**config.mk**
```make
export PLATFORM = sky130hd
export DESIGN_NAME = sm_frame_driver
export DESIGN_NICKNAME = d
export VERILOG_FILES = /design/src/rtl/sm_frame_pkg.sv /design/src/rtl/sm_cmd_fifo.sv /design/src/rtl/sm_frame_driver.sv
export SDC_FILE = /design/constraint.sdc
export NUM_CORES = 1
export LEC_CHECK = 0
export BUFFER_PORTS_ARGS = -buffer_cell sky130_fd_sc_hd__buf_2
export CELL_PAD_IN_SITES_DETAIL_PLACEMENT = 1
export CELL_PAD_IN_SITES_GLOBAL_PLACEMENT = 2
export CORE_AREA = 2 2 61 57
export DETAILED_ROUTE_END_ITERATION = 7
export DIE_AREA = 0 0 63 59
export PLACE_DENSITY_LB_ADDON = 0.3
export SYNTH_ARGS = -nofsm -noshare
export SYNTH_HDL_FRONTEND = slang
export SYNTH_HIERARCHICAL = 1
export SYNTH_SLANG_ARGS = --single-unit
export TNS_END_PERCENT = 30
```
**constraint.sdc**
```tcl
create_clock -name clk -period 1.9 [get_ports clk]
set_clock_uncertainty 0.1 [all_clocks]
set_input_delay 0.38 -clock clk [delete_from_list [all_inputs] [get_ports clk]]
set_output_delay 0.38 -clock clk [all_outputs]
set_load 0.1 [all_outputs]
```
**src/rtl/sm_frame_pkg.sv**
```systemverilog
// Shared slot numbering and b/phase types for the 8-slot frame initiator and responder.
// Expected-outp helpers use b_t bit order: b_t[0]=b[1], b_t[1]=b[2], b_t[2]=b[3].
package sm_frame_pkg;
   typedef logic [2:0] phase_t;
   typedef logic [2:0] b_t;

   localparam phase_t SLOT0 = 3'd0;
   localparam phase_t SLOT1 = 3'd1;
   localparam phase_t SLOT2 = 3'd2;
   localparam phase_t SLOT3 = 3'd3;
   localparam phase_t SLOT4 = 3'd4;
   localparam phase_t SLOT5 = 3'd5;
   localparam phase_t SLOT6 = 3'd6;
   localparam phase_t SLOT7 = 3'd7;

   localparam phase_t SLOT_SAMPLE_A = SLOT2;
   localparam phase_t SLOT_SAMPLE_B = SLOT3;
   localparam phase_t SLOT_BRANCH   = SLOT3;

   function automatic logic exp_slot_a(input b_t b);
      return b[2] & (b[0] | b[1]);
   endfunction

   function automatic logic exp_slot_b(input b_t b);
      return b[0] | b[1];
   endfunction
endpackage

```
**src/rtl/sm_cmd_fifo.sv**
```systemverilog
// Command FIFO, DEPTH x 3 bits; pop data is the registered head, no bypass.
// Push is ignored when full and pop is ignored when empty; push and pop may coincide.
module sm_cmd_fifo
   import sm_frame_pkg::*;
#(
   parameter int DEPTH = 2
) (
   input  logic clk,
   input  logic rst_n,
   input  logic push,
   input  b_t   push_dat,
   input  logic pop,
   output b_t   pop_dat,
   output logic full,
   output logic empty
);
   localparam int AW = $clog2(DEPTH);
   localparam logic [AW:0] PTR_ONE = {{AW{1'b0}}, 1'b1};

   logic [AW:0] wr_ptr_q, wr_ptr_d, rd_ptr_q, rd_ptr_d;
   logic        do_push, do_pop;
   b_t          mem_q [DEPTH];

   assign full    = (wr_ptr_q[AW] != rd_ptr_q[AW]) && (wr_ptr_q[AW-1:0] == rd_ptr_q[AW-1:0]);
   assign empty   = (wr_ptr_q == rd_ptr_q);
   assign do_push = push & ~full;
   assign do_pop  = pop & ~empty;
   assign pop_dat = mem_q[rd_ptr_q[AW-1:0]];

   always_comb begin
      wr_ptr_d = do_push ? wr_ptr_q + PTR_ONE : wr_ptr_q;
      rd_ptr_d = do_pop  ? rd_ptr_q + PTR_ONE : rd_ptr_q;
   end

   always_ff @(posedge clk or negedge rst_n) begin
      if (!rst_n) begin
         wr_ptr_q <= '0;
         rd_ptr_q <= '0;
      end else begin
         wr_ptr_q <= wr_ptr_d;
         rd_ptr_q <= rd_ptr_d;
      end
   end

   // Storage carries no reset; the pointers alone define validity.
   always_ff @(posedge clk) begin
      if (do_push) mem_q[wr_ptr_q[AW-1:0]] <= push_dat;
   end
endmodule

```
**src/rtl/sm_frame_driver.sv**
```systemverilog
// Drives b[3:1] one command per 4/8-cycle frame, returns {outp@slot3, outp@slot2}; response 4 cycles after frame start.
// cmd_ready = !full; a response arriving while one is held unconsumed is dropped and sets overflow. Check logic: SM_FRAME_CHECK_EN.
module sm_frame_driver
   import sm_frame_pkg::*;
#(
   parameter int CMD_DEPTH = 2,
   parameter b_t IDLE_B    = 3'b000
) (
   input  logic       clk,
   input  logic       rst_n,
   input  logic       cmd_valid,
   output logic       cmd_ready,
   input  logic [2:0] cmd_b,
   output logic [2:0] b,
   input  logic       outp,
   output logic       rsp_valid,
   input  logic       rsp_ready,
   output logic [1:0] rsp_bits,
   output logic       rsp_long,
   output logic [2:0] phase,
   output logic       overflow,
   output logic       mismatch
);
   phase_t     phase_q, phase_d;
   b_t         b_q, b_d, fifo_dat;
   logic       cmd_active_q, cmd_active_d;
   logic       s2_q, s2_d;
   logic       rsp_valid_q, rsp_valid_d;
   logic [1:0] rsp_bits_q, rsp_bits_d;
   logic       rsp_long_q, rsp_long_d;
   logic       overflow_q, overflow_d;
   logic       mismatch_q, mismatch_d;
   logic       fifo_full, fifo_empty, fifo_push, fifo_pop;
   logic       frame_wrap, samp_a, samp_b;

   assign fifo_push = cmd_valid & ~fifo_full;
   assign cmd_ready = ~fifo_full;

   sm_cmd_fifo #(.DEPTH(CMD_DEPTH)) u_cmd_fifo (
      .clk      (clk),
      .rst_n    (rst_n),
      .push     (fifo_push),
      .push_dat (cmd_b),
      .pop      (fifo_pop),
      .pop_dat  (fifo_dat),
      .full     (fifo_full),
      .empty    (fifo_empty)
   );

   always_ff @(posedge clk or negedge rst_n) begin
      if (!rst_n) phase_q <= SLOT0;
      else        phase_q <= phase_d;
   end

   // The long path is taken only when the currently driven b[2] is set.
   always_comb begin
      case (phase_q)
         SLOT_BRANCH: phase_d = b_q[1] ? SLOT4 : SLOT0;
         SLOT7:       phase_d = SLOT0;
         default:     phase_d = phase_q + 3'd1;
      endcase
   end

   always_comb begin
      frame_wrap = ((phase_q == SLOT_BRANCH) && !b_q[1]) || (phase_q == SLOT7);
      samp_a     = (phase_q == SLOT_SAMPLE_A);
      samp_b     = (phase_q == SLOT_SAMPLE_B);
      fifo_pop   = frame_wrap & ~fifo_empty;
   end

   always_comb begin
      b_d          = b_q;
      cmd_active_d = cmd_active_q;
      if (frame_wrap) begin
         b_d          = fifo_empty ? IDLE_B : fifo_dat;
         cmd_active_d = ~fifo_empty;
      end
      s2_d        = samp_a ? outp : s2_q;
      rsp_valid_d = rsp_valid_q;
      rsp_bits_d  = rsp_bits_q;
      rsp_long_d  = rsp_long_q;
      overflow_d  = overflow_q;
      if (rsp_valid_q && rsp_ready) rsp_valid_d = 1'b0;
      // A consumed slot may be refilled on the very edge it drains.
      if (cmd_active_q && samp_b) begin
         if (!rsp_valid_q || rsp_ready) begin
            rsp_valid_d = 1'b1;
            rsp_bits_d  = {outp, s2_q};
            rsp_long_d  = b_q[1];
         end else begin
            overflow_d  = 1'b1;
         end
      end
`ifdef SM_FRAME_CHECK_EN
      mismatch_d = mismatch_q
                 | (samp_a && (outp != exp_slot_a(b_q)))
                 | (samp_b && (outp != exp_slot_b(b_q)));
`else
      mismatch_d = 1'b0;
`endif
   end

   always_ff @(posedge clk or negedge rst_n) begin
      if (!rst_n) begin
         b_q          <= IDLE_B;
         cmd_active_q <= 1'b0;
         s2_q         <= 1'b0;
         rsp_valid_q  <= 1'b0;
         rsp_bits_q   <= 2'b00;
         rsp_long_q   <= 1'b0;
         overflow_q   <= 1'b0;
         mismatch_q   <= 1'b0;
      end else begin
         b_q          <= b_d;
         cmd_active_q <= cmd_active_d;
         s2_q         <= s2_d;
         rsp_valid_q  <= rsp_valid_d;
         rsp_bits_q   <= rsp_bits_d;
         rsp_long_q   <= rsp_long_d;
         overflow_q   <= overflow_d;
         mismatch_q   <= mismatch_d;
      end
   end

   assign b         = b_q;
   assign phase     = phase_q;
   assign rsp_valid = rsp_valid_q;
   assign rsp_bits  = rsp_bits_q;
   assign rsp_long  = rsp_long_q;
   assign overflow  = overflow_q;
   assign mismatch  = mismatch_q;
endmodule

```
# ---- After elaboration in Yosys (flattened, before gate mapping)
# Memory sizes are Yosys's and may differ from the RTL's.
# Index checks and enable logic that the tools add are counted.
dict set report totals {
  mem_bits_rw 6
  reg_bits 17
  mem_count 1
  out_inout_bits 13
  inputBits 8
  elab_cells 45
}
# memory depth width read_ports rd_ports_with_merged_regs wr line
set mem_list {}
lappend mem_list {u_cmd_fifo.mem_q 2 3 1 0 1 sm_cmd_fifo.sv:22} ;# b_t mem_q [DEPTH];
dict set report classes {
  n_eq_ne 6
  reduce_logical 10
  muxes 8
  bitwise_logic 7
  n_addsub 3
}
# operator n
set op_table {}
lappend op_table {{$eq 3x2->1 const B} 2}
lappend op_table {{$mux 3} 2}
lappend op_table {{$pmux 3 s2} 1}
lappend op_table {{$mux 1} 5}
lappend op_table {{$add 2x1->2 const B} 2}
lappend op_table {{$and 1x1->1} 4}
lappend op_table {{$logic_and 1x1->1} 4}
lappend op_table {{$reduce_and 2->1} 2}
lappend op_table {{$add 3x1->3 const B} 1}
lappend op_table {{$eq 3x3->1 const B} 1}
lappend op_table {{$not 1->1} 3}
lappend op_table {{$eq 2x2->1} 1}
lappend op_table {{$logic_not 1->1} 2}
lappend op_table {{$logic_or 1x1->1} 2}
lappend op_table {{$eq 1x1->1} 1}
lappend op_table {{$ne 1x1->1} 1}

# ---- Depth between registers and ports, before layout
# Gate-level depths: netlist (run 1).
dict set report logic_depth {
  depth_word 7
  depth_mapped 7
  mapped_depth_nobuf 6
}

# ---- By module
# Netlist (run 1), hierarchy kept.
# module seq_area_each_um2 cells_per_inst n_inst area_each_um2
set by_module_without_submodules {}
lappend by_module_without_submodules {sm_frame_driver 325.3 46 1 578.1}
lappend by_module_without_submodules {sm_cmd_fifo 280.3 38 1 470.5}

# ---- Worst setup path after synthesis (run 1)
# No wires, ideal clock.
dict set report synth_path {
  path_kind {flip-flop to flip-flop}
  startpoint {reg phase_q[0], in the netlist phase[0]}
  endpoint {reg u_cmd_fifo.rd_ptr_q[1]}
  setup_time_ns 0.128
  synth_period_minus_slack_ns 2.278
  arrival_time_ns 2.050
  setup_slack_ns -0.378
  path_stages_with_launch 6
  path_buffers 0
  required_ns 1.672
  path_cell_list {dfrtp_1 ha_1 o21ai_2 nor2_1 nand2_1 mux2_1}
}
dict set report synth_between {
  elab_chain_len 5
  word_cells_on_any_way 6
  cone_classes {eq/ne: 2; bitwise: 2; reduce/logical: 2}
}
# item line
set synth_lines {}
lappend synth_lines {{start, declared} sm_frame_driver.sv:24} ;# phase_t phase_q, phase_d;
lappend synth_lines {{start signal, assigned} sm_frame_driver.sv:52} ;# else phase_q <= phase_d;
lappend synth_lines {{$eq 3x2->1} sm_frame_driver.sv:65} ;# frame_wrap = ((phase_q == SLOT_BRANCH) && !b_q[1]) || (phase_q == SLOT7);
lappend synth_lines {{$logic_and 1x1->1} sm_frame_driver.sv:65}
lappend synth_lines {{$logic_or 1x1->1 (*)} sm_frame_driver.sv:65}
lappend synth_lines {{$and 1x1->1 (*)} sm_frame_driver.sv:68} ;# fifo_pop = frame_wrap & ~fifo_empty;
lappend synth_lines {{net fifo_pop} sm_frame_driver.sv:33} ;# logic fifo_full, fifo_empty, fifo_push, fifo_pop;
lappend synth_lines {{$and 1x1->1 (*)} sm_cmd_fifo.sv:27} ;# assign do_pop = pop & ~empty;
lappend synth_lines {{end signal, assigned} sm_cmd_fifo.sv:41} ;# rd_ptr_q <= rd_ptr_d;
lappend synth_lines {{end, declared} sm_cmd_fifo.sv:20} ;# logic [AW:0] wr_ptr_q, wr_ptr_d, rd_ptr_q, rd_ptr_d;
# The timed path passes the listed nets; every way through them passes the cells marked *.
# A chain may end at the register's enable or synchronous reset.

# ---- Final worst setup path (run 1)
dict set report layout_path {
  startpoint {reg u_cmd_fifo.wr_ptr_q[1]}
  endpoint {out cmd_ready}
}
dict set report layout_between {
  elab_chain_len 3
}
# item line
set layout_lines {}
lappend layout_lines {{start, declared} sm_cmd_fifo.sv:20}
lappend layout_lines {{start signal, assigned} sm_cmd_fifo.sv:40} ;# wr_ptr_q <= wr_ptr_d;
lappend layout_lines {{$ne 1x1->1} sm_cmd_fifo.sv:24} ;# assign full = (wr_ptr_q[AW] != rd_ptr_q[AW]) && (wr_ptr_q[AW-1:0] == rd_ptr_q[AW-1:0]);
lappend layout_lines {{$logic_and 1x1->1} sm_cmd_fifo.sv:24}
lappend layout_lines {{net fifo_full} sm_frame_driver.sv:33}
lappend layout_lines {{$not 1->1} sm_frame_driver.sv:37} ;# assign cmd_ready = ~fifo_full;
lappend layout_lines {{end, declared} sm_frame_driver.sv:12} ;# output logic cmd_ready,
# The timed path passes the listed nets, and every way through them passes these cells.

==> flow_metrics.tcl, run 1 <==
set metrics [dict create \
    crit_chain "xnor2_2 -> nor2_2 -> inv_1 -> buf_12" \
    outcome "completed" \
    clkSinkCount 23 \
    crit_arrival_ns 1.33 \
    place_inst 149 \
    antenna_cells 0 \
    dp_hpwl_um 1600 \
    io_buffers 19 \
    grt_max_degree 18 \
    routed_wl_um 2025 \
    path_clk_slew_ns 0.13 \
    critPathMaxFanout 4 \
    netlist_top_cells_count "dfrtp_1 (17), mux2_2 (9)" \
    clock_path_buffers 2 \
    hold_depth 1 \
    hold_start "cmd_b[0]" \
    core_area_um2 3019 \
    maxCapViolCount 0 \
    instances_no_fill 155 \
    ys_seq_area_share_pct 57.76 \
    drive_gt1_share_pct 49.56 \
    ys_ff_latch 23 \
    grt_pass1_vias 726 \
    period_share_pct 95.07 \
    grt.overflow.total 0 \
    die_h_um 59 \
    ios 21 \
    synthFlopType "dfrtp_1" \
    r2r-end "u_cmd_fifo/mem_q[0][1]$_DFFE_PP_" \
    via_per_inst 4.471 \
    synth_top_cell_area_share_pct 40.57 \
    yosys_warnings 6 \
    vias 693 \
    clk_latency_ns 0.31 \
    min_period_ns 1.806 \
    rr_startpoint "u_cmd_fifo/wr_ptr_q[1]$_DFFE_PN0P_" \
    final_nets 124 \
    fmax_mhz 553.6 \
    async_flop_share_pct 73.91 \
    drc 0 \
    synth_cell_types 31 \
    r2r_cells 5 \
    die_area_um2 3717 \
    route.detailed.wl_per_inst_um 13.06 \
    drt_iter0_drc 19 \
    seqCellArea_um2 618.1 \
    syn_inst 84 \
    cp-end-kind "output port" \
    dp_slack_ns 0.03505 \
    cts_root_buf "clkbuf_4" \
    synthesis.area_um2 1049 \
    fillerInstances 339 \
    multi_input_area_um2 424.2 \
    place_congestion 0.6894 \
    postRouteAntennaNets 0 \
    dr.pass1.iters 4 \
    hold_viol 0 \
    syn_avg_cell_area_um2 12.48 \
    syn_to_final_growth_pct 26.37 \
    synthesis.nets 94 \
    synth_edf_count 6 \
    worstPathRequired_ns 1.42 \
    yosysMostFrequentCell "dfrtp_1" \
    antenna_found_initial 0 \
    critPathLaunch "u_cmd_fifo/wr_ptr_q[1]$_DFFE_PN0P_" \
    rsz0062_at_grt "no" \
    setup_viol 0 \
    slew_violations 0 \
    cts_tree "yes" \
    critical_path_class "reg -> out" \
    worst_path_max_delay_cell "dfrtp_2" \
    fin_ws_ns 0.09366 \
    finalSetupTns_ns 0 \
    die_x_um 63 \
    grt_pass1_wl_um 3394 \
    synthTopCellsByArea "dfrtp_1 (41%), edfxtp_1 (17%), mux2_2 (9.7%)" \
    finish.utilization_pct 43.89 \
    max_stage_delay_ns 0.48 \
    num_rows 19 \
    start_util_pct 34.73 \
    cts_made_buffers 3 \
    start_kind "flip-flop" \
    cts_max_level 1 \
    hp-class "in -> reg" \
    reg2reg_slack_ns 0.16 \
    synth_top_cell_by_area "dfrtp_1" \
    grt_usage_pct 11.90 \
    holdPathEnd "u_cmd_fifo/mem_q[1][0]$_DFFE_PP_" \
]
stage by stage:
step | hold slack (ns) | cell area [um2]
final | 0.1636 | 1325
after detailed placement | 0.2275 | 1256
after global placement | 0.2297 | 1256
after floorplan | -0.01559 | 1059
after global routing | 0.1424 | 1325
after CTS | 0.1518 | 1297
kinds of logic after synthesis:
kind of cell | count (synthesis) | share of synthesized area [%]
flip-flops | 23 | 57.76
AND/OR/NAND/NOR | 21 | 11.69
AO/OA/AOI/OAI | 13 | 8.115
multiplexers | 12 | 12.65
buffers and inverters | 9 | 3.819
XOR/XNOR | 3 | 3.223
adder cells (fa/ha/maj) | 2 | 2.386
other | 1 | 0.3577
how the worst max path moves through the flow:
stage | endpoint | slack (ns) | cells past startpoint
detailed placement | u_cmd_fifo/mem_q[1][2]$_DFFE_PP_ | 0.04 | 5
CTS | cmd_ready | 0.02 | 4
floorplan | u_cmd_fifo/rd_ptr_q[1]$_DFFE_PN0P_ | 0.05 | 5
finish | cmd_ready | 0.09 | 4
global placement | u_cmd_fifo/mem_q[1][2]$_DFFE_PP_ | 0.19 | 5
global route | cmd_ready | 0.007 | 4
flip-flops by register name (all words and copies together) (netlist names), named ones only:
name / cells
u_cmd_fifo/wr_ptr_q: 2
rsp_valid: 1
u_cmd_fifo/rd_ptr_q: 2
b: 3
rsp_long: 1
overflow: 1
u_cmd_fifo/mem_q: 6
s2_q: 1
rsp_bits: 2
phase: 2
cmd_active_q: 1
timing repair:
action,4_1_cts,5_1_grt
hold buffers,1,0
hold endpoints to repair,17,0
setup endpoints to repair,3,7
buffers inserted,0,1
resized for setup,1,5
layout make-up:
| type | count | share of cell area (%) |
|---|---|---|
| flip-flops and latches | 23 | 46.65 |
| repair buffers | 28 | 13.60 |
| multi-input cells | 52 | 32.01 |
| inverters | 6 | 1.700 |
| clock inverters | 1 | 0.3777 |
| well taps | 42 | 3.966 |
| clock buffers | 3 | 1.700 |
metal layers:
layer,part of all wire [%],global-route usage (%)
met5,0,0
met4,0.40,1.905
met3,3.7,3.802
met2,52,21.73
met1,44,14.11
worst max-delay path: cells and delay by family (launching register included):
family | cells | cell delay, ns
DFF | 1 | 0.48
buffers and inverters | 2 | 0.27
xor gates and xnor gates | 1 | 0.20
and+or+nand+nor | 1 | 0.07
placed cells by master (no fill, tap or decap), drive strengths merged, types with 2 or more instances in the layout:
master / n
a21boi: 2
a21oi: 2
buf: 27
clkbuf: 3
dfrtp: 17
edfxtp: 6
ha: 2
inv: 6
mux2: 10
mux2i: 2
nand2: 6
nor2: 6
nor2b: 4
o21ai: 6
xor2: 2
Power of run 1 is not shown: default switching activity piles up to over one toggle a cycle in this logic, so the estimate is an artifact.
==> run 2: changes to the inputs <==
--- a/config.mk
+++ b/config.mk
@@ -13,3 +13,4 @@
 export DIE_AREA = 0 0 63 59
-export PLACE_DENSITY_LB_ADDON = 0.3
+export PLACE_DENSITY = 0.76
+export SKIP_CTS_REPAIR_TIMING = 1
 export SYNTH_ARGS = -nofsm -noshare
==> constraint.sdc (replaced) <==
create_clock -name clk -period 1.9 [get_ports clk]
set_clock_uncertainty 0.1 [all_clocks]
set_input_delay 0.095 -clock clk [delete_from_list [all_inputs] [get_ports clk]]
set_output_delay 0.095 -clock clk [all_outputs]
set_load 0.1 [all_outputs]
==> flow_metrics.tcl, run 2 (synthesized netlist as in run 1, its figures left out) <==
set metrics [dict create \
    final_nets 127 \
    die_x_um 63 \
    critical_path_class "reg -> out" \
    cts_tree "yes" \
    slew_violations 0 \
    antenna_cells 0 \
    postRouteAntennaNets 0 \
    final_common_cell "buf_2" \
    route.detailed.wl_per_inst_um 11.66 \
    die_h_um 59 \
    drt_iter0_drc 13 \
    place_inst 148 \
    place_congestion 0.7282 \
    routed_wl_um 1843 \
    outcome "completed" \
    vias 728 \
    num_rows 19 \
    instances_no_fill 158 \
    finalSetupTns_ns 0 \
    grt.overflow.total 0 \
    start_kind "flip-flop" \
    crit_arrival_ns 1.56 \
    cts_made_buffers 3 \
    cp-end-kind "output port" \
    critPathMaxFanout 4 \
    antenna_found_initial 0 \
    grt_pass1_vias 739 \
    fmax_mhz 569.7 \
    hold_depth 3 \
    hp-class "in -> reg" \
    min_period_ns 1.755 \
    period_share_pct 92.38 \
    io_buffers 19 \
    grt_max_degree 18 \
    path_clk_slew_ns 0.13 \
    ios 21 \
    drc 0 \
    hold_viol 0 \
    setup_viol 0 \
    largest_reg_flops 6 \
    drive_gt1_share_pct 42.24 \
    via_per_inst 4.608 \
    clkSinkCount 23 \
    grt_usage_pct 10.69 \
    mostFrequentLayoutCells "buf_2 (19), dfrtp_1 (13), mux2_2 (9)" \
    dr.pass1.iters 4 \
    worstPathRequired_ns 1.70 \
    start_util_pct 34.73 \
    cts_root_buf "clkbuf_4" \
    core_area_um2 3019 \
    maxCapViolCount 0 \
    clock_path_buffers 2 \
    clk_latency_ns 0.31 \
    dp_hpwl_um 1418 \
    cts_max_level 1 \
    syn_to_final_growth_pct 27.09 \
    rsz0062_at_grt "no" \
    die_area_um2 3717 \
    r2r_cells 5 \
    grt_pass1_wl_um 3056 \
]
## run 2: critical path, stage by stage (launching register included)
cell,delay [ns]
dfrtp_1,0.46
xnor2_1,0.23
nor2_1,0.09
inv_1,0.05
buf_2,0.41
## run 2: layout make-up
class / count / area [um2]
multi-input combinational: 52 / 414.1
clock inverter: 1 / 5.005
sequential: 23 / 615.6
fill: 340 / 1687
inverter: 6 / 22.52
clock buffer: 3 / 22.52
timing repair buffer: 31 / 200.2
tap: 42 / 52.55
## run 2: path summary, 6_finish.rpt
kind	endpoint	from	slack [ns]
setup / recovery	cmd_ready	u_cmd_fifo/wr_ptr_q[1]$_DFFE_PN0P_	0.14
hold / removal	u_cmd_fifo/wr_ptr_q[0]$_DFFE_PN0P_	cmd_valid	0.08
setup reg to reg	u_cmd_fifo/rd_ptr_q[1]$_DFFE_PN0P_	u_cmd_fifo/wr_ptr_q[1]$_DFFE_PN0P_	0.17
hold reg to reg	overflow$_DFFE_PN0P_	overflow$_DFFE_PN0P_	0.39
max in group asynchronous	phase[0]$_DFF_PN0_	rst_n	1.27
min in group asynchronous	phase[1]$_DFF_PN0_	rst_n	0.12
## run 2: per-stage QoR
| stage | cell area [um2] | hold WS [ns] | setup slack (ns) | utilization, % |
|---|---|---|---|---|
| floorplan | 1059 | -0.3006 | 0.04872 | - |
| global placement | 1234 | -0.05693 | 0.1885 | 40.86 |
| detailed placement | 1234 | -0.05439 | 0.09471 | 40.86 |
| CTS | 1261 | -0.4283 | 0.03059 | 41.77 |
| global route | 1333 | 0.08283 | 0.005479 | 44.14 |
| finish | 1333 | 0.07906 | 0.1448 | 44.14 |
## run 2: routing by layer
layer / up-vias / track usage [%] / part of all wire (%)
li1: 348 / - / -
met1: 359 / 11.67 / 42
met2: 19 / 20.21 / 52
met3: 2 / 2.281 / 4.8
met4: 0 / 4.762 / 1.2
met5: - / 0 / 0
Power of run 2 is left out for the same reason.
==> run 3: changes to the inputs <==
- CORE_AREA: 2 2 61 57 -> 2 2 59 56
- DIE_AREA: 0 0 63 59 -> 0 0 61 58
- PLACE_DENSITY: 0.76 -> 0.75
- SKIP_LAST_GASP: unset -> 1
- SYNTH_HIERARCHICAL: 1 -> unset
==> flow_metrics.tcl, run 3 <==
set metrics [dict create \
    synthesis.nets 82 \
    synth_edf_count 6 \
    synthTopCellsByArea "dfrtp_1 (43%), edfxtp_1 (18%), mux2_2 (6.9%)" \
    syn_inst 72 \
    yosys_warnings 0 \
    start_util_pct 33.55 \
    synthesis.area_um2 980.9 \
    grt_usage_pct 12.00 \
    drt_iter0_drc 4 \
    maxCapViolCount 0 \
    dr.pass1.iters 4 \
    final_nets 110 \
    yosysMostFrequentCell "dfrtp_1" \
    critPathMaxFanout 6 \
    fmax_mhz 561.2 \
    antenna_cells 0 \
    period_share_pct 93.79 \
    via_per_inst 4.454 \
    cts_made_buffers 3 \
    largest_reg_flops 6 \
    finalInstanceArea_um2 1214 \
    cp-end-kind "output port" \
    critical_path_class "reg -> out" \
    drive_gt1_share_pct 38.38 \
    netlist_top_cells_count "dfrtp_1 (17), edfxtp_1 (6), mux2_2 (6)" \
    ys_ff_latch 23 \
    drc 0 \
    fillerInstances 331 \
    async_flop_share_pct 73.91 \
    clock_path_buffers 2 \
    rsz0062_at_grt "no" \
    multi_input_area_um2 347.8 \
    synthFlopType "dfrtp_1" \
    dp_hpwl_um 1410 \
    ys_seq_area_share_pct 61.73 \
    path_clk_slew_ns 0.13 \
    route.detailed.wl_per_inst_um 13.17 \
    core_area_um2 2924 \
    crit_arrival_ns 1.59 \
    outcome "completed" \
    routed_wl_um 1857 \
    setup_viol 0 \
    seqCellArea_um2 609.3 \
    grt_pass1_vias 627 \
    clk_latency_ns 0.31 \
    clkSinkCount 23 \
    ios 21 \
    synth_top_cell_by_area "dfrtp_1" \
    postRouteAntennaNets 0 \
    finish.utilization_pct 41.51 \
    synth_top_cell_area_share_pct 43.37 \
    syn_to_final_growth_pct 23.72 \
    finalSetupTns_ns 0 \
    mostFrequentLayoutCells "buf_2 (18), dfrtp_1 (14), mux2_2 (6), dlygate4sd3_1 (6), edfxtp_1 (6)" \
    rr_startpoint "u_cmd_fifo.rd_ptr_q[0]$_DFFE_PN0P_" \
    antenna_found_initial 0 \
    hp-class "in -> reg" \
    start_kind "flip-flop" \
    hold_viol 0 \
    min_period_ns 1.782 \
    num_rows 19 \
    cts_root_buf "clkbuf_4" \
    die_h_um 58 \
    worstPathRequired_ns 1.70 \
    grt_max_degree 18 \
    placed_area_um2 1115 \
    grt.overflow.total 0 \
    cts_tree "yes" \
    io_buffers 19 \
    die_area_um2 3538 \
    synth_cell_types 29 \
    cts_max_level 1 \
    die_x_um 61 \
    grt_pass1_wl_um 3008 \
    final_common_cell "buf_2" \
    slew_violations 0 \
    place_congestion 0.6587 \
    critPathLaunch "u_cmd_fifo.rd_ptr_q[0]$_DFFE_PN0P_" \
    hold_start "cmd_valid" \
    vias 628 \
    syn_avg_cell_area_um2 13.62 \
]
-- run 3: changes by cell type in the layout (fill, tap and decap cells not counted), moves of 3 or more --
| cell | delta |
|---|---|
| mux2_2 | -3 |
| buf_4 | -5 |
| o2bb2ai_1 | +3 |
| nand3_1 | +3 |
| xnor2_1 | +4 |
| inv_1 | -3 |
| nand2_1 | -4 |
-- run 3: worst paths after layout --
kind / end / slack (ns) / depth (start not counted)
max: cmd_ready / 0.12 / 3
min: u_cmd_fifo.wr_ptr_q[0]$_DFFE_PN0N_ / 0.03 / 3
max reg2reg: u_cmd_fifo.mem_q[0][1]$_DFFE_PP_ / 0.33 / 3
min reg2reg: phase[0]$_DFF_PN0_ / 0.37 / 1
max in group asynchronous: phase[1]$_DFF_PN0_ / 1.28 / 2
min in group asynchronous: u_cmd_fifo.rd_ptr_q[0]$_DFFE_PN0P_ / 0.12 / 2
-- run 3: critical path: stages, from the launching register on --
cell	delay (ns)
dfrtp_2	0.50
xor2_2	0.31
or2b_1	0.15
clkbuf_4	0.32
-- run 3: final cells by class --
class / count / area share (%)
inverter: 3 / 0.9278
clock buffer: 3 / 1.856
sequential: 23 / 50.21
timing repair buffer: 26 / 13.61
clock inverter: 1 / 0.4124
tap: 42 / 4.330
multi-input combinational: 43 / 28.66
-- run 3: stage by stage --
step / instances / worst slack [ns] / hold slack [ns]
CTS: 135 / -0.03583 / -0.4097
detailed placement: 131 / 0.3108 / -0.05666
floorplan: 72 / 0.03974 / -0.3006
global route: 141 / 0.03074 / 0.03654
global placement: 131 / 0.3810 / -0.05704
finish: 141 / 0.1180 / 0.03148
-- run 3: per-layer routing --
metal | global-route usage, % | up-vias | part of all wire [%]
li1 | - | 307 | -
met1 | 15.14 | 310 | 44
met2 | 19.35 | 9 | 50
met3 | 4.018 | 2 | 3.8
met4 | 3.727 | 0 | 1.3
met5 | 0 | - | 0
-- run 3: kinds of logic after synthesis --
| family | after synthesis | synth area share [%] |
|---|---|---|
| xor gates and xnor gates | 7 | 7.016 |
| and+or+nand+nor | 15 | 7.781 |
| muxes | 6 | 6.887 |
| DFF | 23 | 61.73 |
| buffers and inverters | 6 | 3.571 |
| adders and majority gates | 2 | 2.551 |
| other | 1 | 0.3823 |
| AOI/OAI and AO/OA | 12 | 10.08 |
Power of run 3 is left out for the same reason.
